File: src/rtl/proc_pkg.sv
// Shared constants and state encoding for the register-bank write path.
package proc_pkg;

  localparam int DATA_W   = 8;
  localparam int ADDR_W   = 3;
  localparam int NUM_REGS = 8;
  localparam int NUM_REQ  = 3;

  localparam int REQ_ALU  = 0;
  localparam int REQ_LOAD = 1;
  localparam int REQ_IMM  = 2;

  typedef enum logic {
    ST_IDLE  = 1'b0,
    ST_WRITE = 1'b1
  } state_t;

endpackage

File: src/rtl/reg_write_arbiter_rr_pick.sv
// Combinational round-robin picker: first set request at or after ptr, wrapping.
module rr_pick #(
  parameter int NUM_REQ = 3,
  parameter int PTR_W   = (NUM_REQ > 1) ? $clog2(NUM_REQ) : 1
) (
  input  logic [NUM_REQ-1:0] req,
  input  logic [PTR_W-1:0]   ptr,
  output logic [NUM_REQ-1:0] win_onehot,
  output logic [PTR_W-1:0]   win_idx,
  output logic               win_valid
);

  always_comb begin
    win_idx    = '0;
    win_onehot = '0;
    win_valid  = |req;
    // Walk from the farthest offset down so the nearest one to ptr wins.
    for (int off = NUM_REQ - 1; off >= 0; off--) begin
      if (req[(int'(ptr) + off) % NUM_REQ]) begin
        win_idx = PTR_W'((int'(ptr) + off) % NUM_REQ);
      end
    end
    if (win_valid) begin
      win_onehot[win_idx] = 1'b1;
    end
  end

endmodule

File: src/rtl/reg_write_arbiter.sv
// Round-robin write arbiter in front of an enable-gated register bank.
// state    | meaning
// ST_IDLE  | no write issued this cycle, all outputs zero
// ST_WRITE | outputs drive the write chosen at the previous edge
module reg_write_arbiter #(
  parameter int NUM_REQ  = proc_pkg::NUM_REQ,
  parameter int NUM_REGS = proc_pkg::NUM_REGS,
  parameter int DATA_W   = proc_pkg::DATA_W,
  parameter int ADDR_W   = proc_pkg::ADDR_W
) (
  input  logic                        clk,
  input  logic                        rst,
  input  logic [NUM_REQ-1:0]          req,
  input  logic [NUM_REQ*ADDR_W-1:0]   req_addr,
  input  logic [NUM_REQ*DATA_W-1:0]   req_data,
  output logic [NUM_REQ-1:0]          gnt,
  output logic [NUM_REGS-1:0]         reg_enable,
  output logic [DATA_W-1:0]           reg_data,
  output logic                        addr_err,
  output logic                        busy
);

  import proc_pkg::*;

  localparam int PTR_W = (NUM_REQ > 1) ? $clog2(NUM_REQ) : 1;

  state_t              state;
  logic [PTR_W-1:0]    ptr;
  logic [NUM_REQ-1:0]  eligible;
  logic [NUM_REQ-1:0]  win_onehot;
  logic [PTR_W-1:0]    win_idx;
  logic                win_valid;
  logic [ADDR_W-1:0]   win_addr;
  logic [DATA_W-1:0]   win_data;
  logic [NUM_REGS-1:0] win_enable;
  logic                win_bad;

  // A requester whose grant is showing this cycle is still holding req; skip it.
  assign eligible = req & ~gnt;

  rr_pick #(
    .NUM_REQ (NUM_REQ),
    .PTR_W   (PTR_W)
  ) u_rr_pick (
    .req        (eligible),
    .ptr        (ptr),
    .win_onehot (win_onehot),
    .win_idx    (win_idx),
    .win_valid  (win_valid)
  );

  assign win_addr = req_addr[int'(win_idx)*ADDR_W +: ADDR_W];
  assign win_data = req_data[int'(win_idx)*DATA_W +: DATA_W];
  assign win_bad  = int'(win_addr) >= NUM_REGS;

  always_comb begin
    win_enable = '0;
    for (int r = 0; r < NUM_REGS; r++) begin
      win_enable[r] = (int'(win_addr) == r);
    end
  end

  always_ff @(posedge clk) begin
    if (rst) begin
      state      <= ST_IDLE;
      ptr        <= '0;
      gnt        <= '0;
      reg_enable <= '0;
      reg_data   <= '0;
      addr_err   <= 1'b0;
    end else if (win_valid) begin
      state      <= ST_WRITE;
      ptr        <= (int'(win_idx) == NUM_REQ - 1) ? '0 : win_idx + 1'b1;
      gnt        <= win_onehot;
      reg_enable <= win_enable;
      reg_data   <= win_data;
      addr_err   <= win_bad;
    end else begin
      state      <= ST_IDLE;
      gnt        <= '0;
      reg_enable <= '0;
      reg_data   <= '0;
      addr_err   <= 1'b0;
    end
  end

  assign busy = (state == ST_WRITE);

endmodule

File: config.mk
export PLATFORM = sky130hd
export DESIGN_NAME = reg_write_arbiter
export DESIGN_NICKNAME = d
export VERILOG_FILES = /design/src/rtl/proc_pkg.sv /design/src/rtl/reg_write_arbiter_rr_pick.sv /design/src/rtl/reg_write_arbiter.sv
export SDC_FILE = /design/constraint.sdc
export NUM_CORES = 1
export LEC_CHECK = 0
export CAP_MARGIN = 20
export CORE_MARGIN = 5
export CORE_UTILIZATION = 42
export DETAILED_ROUTE_END_ITERATION = 7
export PLACE_DENSITY_LB_ADDON = 0.1
export SLEW_MARGIN = 20
export SYNTH_ARGS = -nofsm -noshare
export SYNTH_HDL_FRONTEND = slang
export SYNTH_HIERARCHICAL = 1
export SYNTH_SLANG_ARGS = --single-unit
File: constraint.sdc
create_clock -name clk -period 3.5 [get_ports clk]
set_input_delay 0.35 -clock clk [delete_from_list [all_inputs] [get_ports clk]]
set_output_delay 0.35 -clock clk [all_outputs]
set_load 0.01 [all_outputs]
[Yosys cells after proc, flatten, opt, wreduce, memory -nomap -nowiden]
Index checks and enable logic that the tools add are counted.
Storage, ports and cells
  bits in registers: 22
  latch bits: 0
  memory bits (writable): 0
  ROM bits: 0
  input bits: 38
  output and inout bits: 21
  word-level logic and storage cells: 50
  memories kept: 0
Cells by class
  $add $sub $neg: 3
  $mul: 1
  divide/modulo/power cells: 3
  magnitude comparators: 5
  equal/unequal tests: 8
  shifts and indexed selects: 2
  mux-type cells: 16
  bitwise operators: 3
  reductions and logical operators: 4
Operators with widths (number)
  32-bit by 4-bit < comparator with 1-bit output, second input constant: 3
  32-bit by 3-bit modulo with 32-bit output, second input constant: 2
  3-bit by 3-bit modulo with 32-bit output, second input constant: 1
  24-bit by 6-bit variable part select with 8-bit output: 1
  3-bit equality test, second input constant: 4
  9-bit by 5-bit variable part select with 3-bit output: 1
  1-bit 2-to-1 mux: 8
  2-bit 2-to-1 mux: 4
  1-bit binary-select mux with 2-bit select: 3
  3-bit by 2-bit equality test with 1-bit output, second input constant: 2
  2-bit by 2-bit multiplier with 4-bit output, second input constant: 1
  2-bit by 1-bit adder with 3-bit output, second input constant: 1
  2-bit by 2-bit adder with 3-bit output, second input constant: 1
  3-bit AND: 1
  3-bit by 1-bit equality test with 1-bit output, second input constant: 1
  3-bit zero test: 1
  2-bit by 3-bit < comparator with 1-bit output, second input constant: 1
  3-bit inverter: 1
  3-bit OR reduction: 1
  2-bit by 1-bit adder with 2-bit output, second input constant: 1
  1-bit demux with 2-bit select: 1
  2-bit equality test, second input constant: 1
  2-bit by 1-bit >= comparator with 1-bit output, second input constant: 1
  2-bit OR reduction: 1
  other kinds (2): 2

[Depth between registers and ports, before layout]
Gate-level depths: netlist of run 1.
  depth after elaboration: 12
  depth in mapped cells: 11
  mapped depth without buffers: 9

[Modules after synthesis]
The synthesis of run 1 kept the hierarchy.
By module, submodules not included
  reg_write_arbiter: instances 1, cells each 95, area each 925.9 µm², sequential area each 440.4 µm²
  rr_pick: instances 1, cells each 27, area each 188.9 µm², sequential area each 0.0 µm²

[Worst setup path before layout of run 1]
No wires, ideal clock.
  path type: register -> register
  from: reg ptr[0]
  to: reg reg_enable[0]
  library setup time: 131 ps
  data arrival time: 1967 ps
  data required time: 3369 ps
  slack: 1402 ps
  stages on the path, launching flop included: 11
  buffers on the path: 2
  cells stage by stage: dfxtp_1 > inv_1 > ha_1 > nor4b_1 > o21ai_0 > nand2_1 > buf_6 > nor2b_2 > buf_6 > o2bb2ai_1 > nor3_1
Between the ends
  word-level cells in the longest chain between the ends: 11
  elaborated cells between the ends (all ways): 20
RTL lines
  start: declaration: line reg_write_arbiter.sv:28  | logic [PTR_W-1:0] ptr;
  start signal: assignment: line reg_write_arbiter.sv:73  | ptr <= (int'(win_idx) == NUM_REQ - 1) ? '0 : win_idx + 1'b1;
  2-bit by 2-bit adder with 3-bit output: line reg_write_arbiter_rr_pick.sv:19, reg_write_arbiter_rr_pick.sv:20
  32-bit by 3-bit modulo with 32-bit output: line reg_write_arbiter_rr_pick.sv:19, reg_write_arbiter_rr_pick.sv:20
  1-bit binary-select mux with 2-bit select: line reg_write_arbiter_rr_pick.sv:19  | if (req[(int'(ptr) + off) % NUM_REQ]) begin
  1-bit 2-to-1 mux (not written as such) (2 in a row): line reg_write_arbiter_rr_pick.sv:19
  2-bit 2-to-1 mux (2 in a row): line reg_write_arbiter_rr_pick.sv:19
  2-bit 2-to-1 mux *: line reg_write_arbiter_rr_pick.sv:19
  net win_idx[1]: line reg_write_arbiter.sv:31  | logic [PTR_W-1:0] win_idx;
  2-bit by 2-bit multiplier with 4-bit output *: line reg_write_arbiter.sv:52  | assign win_addr = req_addr[int'(win_idx)*ADDR_W +: ADDR_W];
  9-bit by 5-bit variable part select with 3-bit output *: line reg_write_arbiter.sv:52
  3-bit zero test *: line reg_write_arbiter.sv:59  | win_enable[r] = (int'(win_addr) == r);
  end signal: assignment: line reg_write_arbiter.sv:75  | reg_enable <= win_enable;
  end: declaration: line reg_write_arbiter.sv:17  | output logic [NUM_REGS-1:0] reg_enable,
Mark *: on every way through the listed nets, which the timed path passes. The rest lies on a longest branch. The select of a mux whose other input is x is not followed.
A chain may end at the register's enable or synchronous reset.

[Worst setup path in the final report of run 1]
  from: reg ptr[0]
  to: reg reg_enable[5]
Between the ends
  word-level cells in the longest chain between the ends: 11
  elaborated cells between the ends (all ways): 20
RTL lines (line)
  2-bit by 2-bit adder with 3-bit output: reg_write_arbiter_rr_pick.sv:19, reg_write_arbiter_rr_pick.sv:20
  32-bit by 3-bit modulo with 32-bit output: reg_write_arbiter_rr_pick.sv:19, reg_write_arbiter_rr_pick.sv:20
  1-bit binary-select mux with 2-bit select: reg_write_arbiter_rr_pick.sv:19
  1-bit 2-to-1 mux (not written as such) (2 in a row): reg_write_arbiter_rr_pick.sv:19
  2-bit 2-to-1 mux (2 in a row): reg_write_arbiter_rr_pick.sv:19
  2-bit 2-to-1 mux *: reg_write_arbiter_rr_pick.sv:19
  net win_idx[1]: reg_write_arbiter.sv:31
  2-bit by 2-bit multiplier with 4-bit output *: reg_write_arbiter.sv:52
  9-bit by 5-bit variable part select with 3-bit output *: reg_write_arbiter.sv:52
  3-bit equality test *: reg_write_arbiter.sv:59
Marked as above.

==> results.yml, run 1 <==
run_status:
  status: "finished clean"
floorplanning:
  fp.dieW_um: 61.5
  fp.dieArea_sq_um: 3780
  row_count: 18
  io_pins: 59
  coreArea_sq_um: 2500
  die_h_um: 61.5
  initial_core_util_pct: 44.6
synthesis:
  synth_cell_type_count: 35
  syn_inst: 122
  syn-cell-area_sq_um: 1110
  syn_avg_cell_area_sq_um: 9.14
  syn-num-nets: 163
  synth-warning-count: 6
  synth_seq_cells: 22
  yosysSeqAreaShare_pct: 39.5
sta:
  fmax_mhz: 371
  holdWs_ns: 0.523
  fin_crit_sh_pct: 77.1
  tightestPinTransition_ns: 0.566
  hold_viol_final: 0
  final.setup.worst_slack_ns: 0.803
  setup_viol: 0
  period_minus_slack_ns: 2.70
  fin_skew_ns: 0.00581
  setup_tns_ns: 0
  rsz0062_at_grt: "false"
  relSlewSlack_pct: 62.3
  slew_viol_final: 0
drt:
  drt_iter0_markers: 21
  firstDrtPassIters: 4
  final_antenna_net_count: 0
  vias: 1044
  viasPerCell: 5.02
  routed_wl_mm: 2.71
  drc_errors: 0
  wl_per_cell_um: 13.0
worst_setup_path:
  crit_fanout: 18
  crit_arrival_ns: 2.90
  worst-setup-path-type: "reg -> reg"
  cp-end-kind: "flip-flop"
  crit_path_start_kind: "flip-flop"
  required_ns: 3.71
power_and_ir_drop:
  power_density_nw_per_um2: 556
  peakVddDrop_v: 0.000365
  leakagePower_nw: 0.650
  finalPower_uw: 955
placement:
  place_hpwl_mm: 2.23
  place.gp.congestion: 0.742
  placed_area_sq_um: 1680
  place_ws_ns: 0.690
  dp.cells: 204
  numPortBuffers: 57
job:
  maxCapViolCount: 0
clock_network:
  clkTransAtPathRegs_ns: 0.12
  holdBufCountCts: 0
  clockBufferDepth: 2
  clockRootBuffer: "clkbuf_4"
  cts-buffers-inserted: 3
  htreeDepth: 1
  cts-resized-gates: 0
  clk_latency_ns: 0.30
  post_cts_buffers: 0
  cts_num_sinks: 22
  cts_tree: "yes"
worst_hold_path:
  min_path_type: "reg -> reg"
global_route:
  overflow: 0
  grt_pass1_wl_mm: 4.16
  antenna_found_initial: 0
  grt_usage_pct: 14.6
  first_global_vias: 1021
  grt_max_degree: 19
cells_and_area:
  fin_area_sq_um: 1720
  post-route-util_pct: 68.7
  syn_to_final_growth_pct: 54.1
  fin_cells: 208
  fillers: 226
  n_antenna_cell: 0
  drive_above_1_share_pct: 6.74
  fin_nets: 220
-- critical path, cell delays in order (launching register included) --
cell       delay [ns]
dfxtp_1          0.37
inv_1            0.07
ha_1             0.36
nor4b_1          0.42
o21ai_0          0.20
nand2_1          0.11
buf_4            0.19
nor2b_2          0.43
a2bb2oi_1        0.20
nor4_1           0.26
-- sequential cells by signal, summed over array words and instances, names as in the netlist --
name and cells:
reg_data 8, reg_enable 8, gnt 3, ptr 2, busy 1
-- power by group --
group | internal [mW] | total [mW] | switching, mW
clock network | 0.0634 | 0.134 | 0.0708
registers | 0.303 | 0.322 | 0.0181
logic | 0.259 | 0.499 | 0.241
total | 0.626 | 0.955 | 0.330
-- Yosys cell counts, drive strengths merged --
cell,n,share of area (%)
conb,1,0.34
nor2,3,1.0
o211ai,1,0.67
nor3,4,1.8
nor2b,4,2.5
dfxtp,22,40
nor3b,1,1.1
or3,1,0.56
inv,3,1.0
nand3,1,0.45
nor4,4,2.2
o21ai,4,2.1
nand2b,3,1.9
mux2i,13,12
a21oi,13,6.2
and4b,1,0.90
clkbuf,2,0.67
or2,8,4.5
o21a,1,0.67
o2bb2ai,2,1.6
nand3b,2,1.3
buf,5,4.4
nor4b,1,0.79
a21boi,1,0.67
and2b,1,0.79
ha,3,3.4
and2,3,1.7
a2bb2oi,2,1.6
nand2,12,4.0
-- area by class of cell --
| type | instances | area, sq um | area share (%) |
|---|---|---|---|
| tap | 30 | 37.5 | 2.18 |
| timing repair buffer | 59 | 586 | 34.1 |
| multi-input combinational | 90 | 607 | 35.3 |
| clock buffer | 4 | 36.3 | 2.11 |
| inverter | 3 | 11.3 | 0.655 |
| sequential | 22 | 440 | 25.6 |
-- final timing paths --
check,end,slack [ns],cells past startpoint,startpoint
hold reg to reg,ptr[1]$_SDFFE_PP0P_,0.52,2,ptr[1]$_SDFFE_PP0P_
setup reg to reg,reg_enable[5]$_SDFF_PP0_,0.80,9,ptr[0]$_SDFFE_PP0P_
setup / recovery,reg_enable[5]$_SDFF_PP0_,0.80,9,ptr[0]$_SDFFE_PP0P_
hold / removal,ptr[1]$_SDFFE_PP0P_,0.52,2,ptr[1]$_SDFFE_PP0P_
-- kinds of logic (layout without fill, tap and decap cells) --
| family | count (synthesis) | after routing | share of synthesized area (%) |
|---|---|---|---|
| compound gates | 24 | 24 | 13.5 |
| fa+ha+maj | 3 | 3 | 3.37 |
| buf+inv | 10 | 66 | 6.06 |
| flops | 22 | 22 | 39.5 |
| mux | 13 | 13 | 11.7 |
| other cells | 1 | 1 | 0.336 |
| simple gates | 49 | 49 | 25.6 |
-- cell usage in the layout (no fill, tap or decap), types with 4 or more instances in the layout --
cell and count:
a21oi_1 12, clkdlybuf4s50_1 57, dfxtp_1 22, mux2i_1 13, nand2_1 12, nor3_1 4
nor4_1 4, or2_1 8
-- metal layers --
metal,up-vias,part of all wire [%],track usage [%]
met2,46,48,25.0
met3,2,12,7.34
li1,533,-,-
met5,-,0,0
met4,0,0.70,3.94
met1,463,40,16.0
Power figures use the tool's default switching activity.
==> inputs of run 2 (changes only) <==
--- a/config.mk
+++ b/config.mk
@@ -7,7 +7,7 @@
 export LEC_CHECK = 0
 export CAP_MARGIN = 20
 export CORE_MARGIN = 5
-export CORE_UTILIZATION = 42
+export CORE_UTILIZATION = 39
 export DETAILED_ROUTE_END_ITERATION = 7
 export PLACE_DENSITY_LB_ADDON = 0.1
 export SLEW_MARGIN = 20
==> constraint.sdc (replaced) <==
create_clock -name clk -period 2.5 [get_ports clk]
set_input_delay 0.25 -clock clk [delete_from_list [all_inputs] [get_ports clk]]
set_output_delay 0.25 -clock clk [all_outputs]
set_load 0.01 [all_outputs]
==> results.yml, run 2 (synthesis gave the netlist of run 1 again) <==
power_and_ir_drop:
  swShare_pct: 33.1
  p_int_mw: 1.01
  finalPower_mw: 1.51
  power_density_nw_per_um2: 829
  p_clk_share_pct: 17.8
  p_switching_uw: 500
  pwr-share-seq_pct: 30.0
  peakVddDrop_v: 0.000469
  leakagePower_nw: 0.706
  combPwrFrac_pct: 52.2
clock_network:
  clockRootBuffer: "clkbuf_4"
  clockBufferDepth: 2
  holdBufCountCts: 0
  cts_num_sinks: 22
  htreeDepth: 1
  clk_latency_ns: 0.30
  clkTransAtPathRegs_ns: 0.13
  cts-buffers-inserted: 3
  cts_tree: "yes"
sta:
  setup_viol: 0
  fin_crit_sh_pct: 90.0
  hold_viol_final: 0
  period_minus_slack_ns: 2.25
  rsz0062_at_grt: "false"
  setup_tns_ns: 0
  fmax_mhz: 444
  slew_viol_final: 0
  holdWs_ns: 0.482
  fin_skew_ns: 0.0106
cells_and_area:
  seqCellArea_sq_um: 440
  syn_to_final_growth_pct: 63.5
  layout_commonest_cell: "clkdlybuf4s50_1"
  mostFrequentLayoutCells: "clkdlybuf4s50_1, dfxtp_1, mux2i_1"
  reg_top3: "reg_data (8), reg_enable (8), gnt (3)"
  multi_input_area_sq_um: 627
  fin_nets: 229
  drive_above_1_share_pct: 12.3
  n_antenna_cell: 0
  fillers: 255
global_route:
  first_global_vias: 1116
  grt_max_degree: 17
  grt_usage_pct: 13.7
  overflow: 0
  grt_pass1_wl_mm: 4.64
  antenna_found_initial: 0
placement:
  numPortBuffers: 57
  place.gp.congestion: 0.794
  place_hpwl_mm: 2.19
worst_hold_path:
  min_path_type: "in -> reg"
drt:
  wl_per_cell_um: 13.2
  vias: 1095
  routed_wl_mm: 2.88
  drt_iter0_markers: 24
  final_antenna_net_count: 0
  viasPerCell: 5.02
  drc_errors: 0
  firstDrtPassIters: 4
worst_setup_path:
  crit_path_start_kind: "flip-flop"
  crit_arrival_ns: 2.47
  crit_fanout: 6
  cp-end-kind: "flip-flop"
  required_ns: 2.72
  worst-setup-path-type: "reg -> reg"
floorplanning:
  fp.dieW_um: 63.5
  row_count: 19
  fp.dieArea_sq_um: 4030
  coreArea_sq_um: 2760
  io_pins: 59
  initial_core_util_pct: 40.4
  die_h_um: 63.5
job:
  maxCapViolCount: 0
run_status:
  status: "finished clean"
-- run 2: cell types whose count changed in the layout (fill, tap and decap cells not counted), sizes merged --
cell and delta:
buf +9, bufinv +1, clkbuf -1
-- run 2: path summary, 6_finish.rpt --
| check | start | end | slack, ns | cells past startpoint |
|---|---|---|---|---|
| worst max register to register | ptr[0]$_SDFFE_PP0P_ | reg_enable[5]$_SDFF_PP0_ | 0.25 | 9 |
| worst min-delay path | req_data[20] | reg_data[4]$_SDFF_PP0_ | 0.48 | 3 |
| worst min register to register | ptr[1]$_SDFFE_PP0P_ | ptr[1]$_SDFFE_PP0P_ | 0.52 | 2 |
| worst max-delay path | ptr[0]$_SDFFE_PP0P_ | reg_enable[5]$_SDFF_PP0_ | 0.25 | 9 |
-- run 2: routing by layer --
metal,track usage [%],share of wire [%],vias up
met5,0,0,-
met4,3.90,0.59,0
met3,4.62,8.8,2
met2,23.2,49,49
met1,16.3,42,495
li1,-,-,549
-- run 2: what timing repair did --
item,in CTS,in global routing
endpoints found under the setup margin,8,16
buffers inserted,0,3
pin swaps,0,1
resized for setup,1,2
-- run 2: metrics by stage --
stage	setup slack, ns	util, %	cell area, sq um	std cells
2_1_floorplan	0.402	-	1110	122
3_3_place_gp	-0.193	62.7	1730	211
3_5_place_dp	-0.305	62.7	1730	211
4_1_cts	0.0535	64.8	1790	215
5_1_grt	0.00540	66.1	1820	218
6_report	0.249	66.1	1820	218
-- run 2: critical path, cell delays in order (launching register included) --
cell       delay [ns]
dfxtp_1          0.38
inv_1            0.07
ha_1             0.33
buf_4            0.13
nor4b_2          0.25
o21ai_0          0.16
nand2_1          0.13
nor2b_2          0.29
a2bb2oi_1        0.17
nor4_1           0.26
-- run 2: power groups by stage --
| stage | clock, mW | sequential (mW) | combinational [mW] |
|---|---|---|---|
| floorplan | 0 | 0.492 | 0.436 |
| global placement | 0 | 0.459 | 0.729 |
| finish | 0.269 | 0.453 | 0.788 |
| global route | 0.292 | 0.461 | 0.861 |
| detailed placement | 0 | 0.460 | 0.742 |
| CTS | 0.278 | 0.453 | 0.753 |
-- run 2: layout make-up --
type,count,share of cell area (%)
Clock buffer,3,1.24
Inverter,3,0.618
Timing Repair Buffer,68,35.8
Clock inverter,1,1.65
Tap cell,31,2.13
Multi-Input combinational cell,90,34.4
Sequential cell,22,24.2
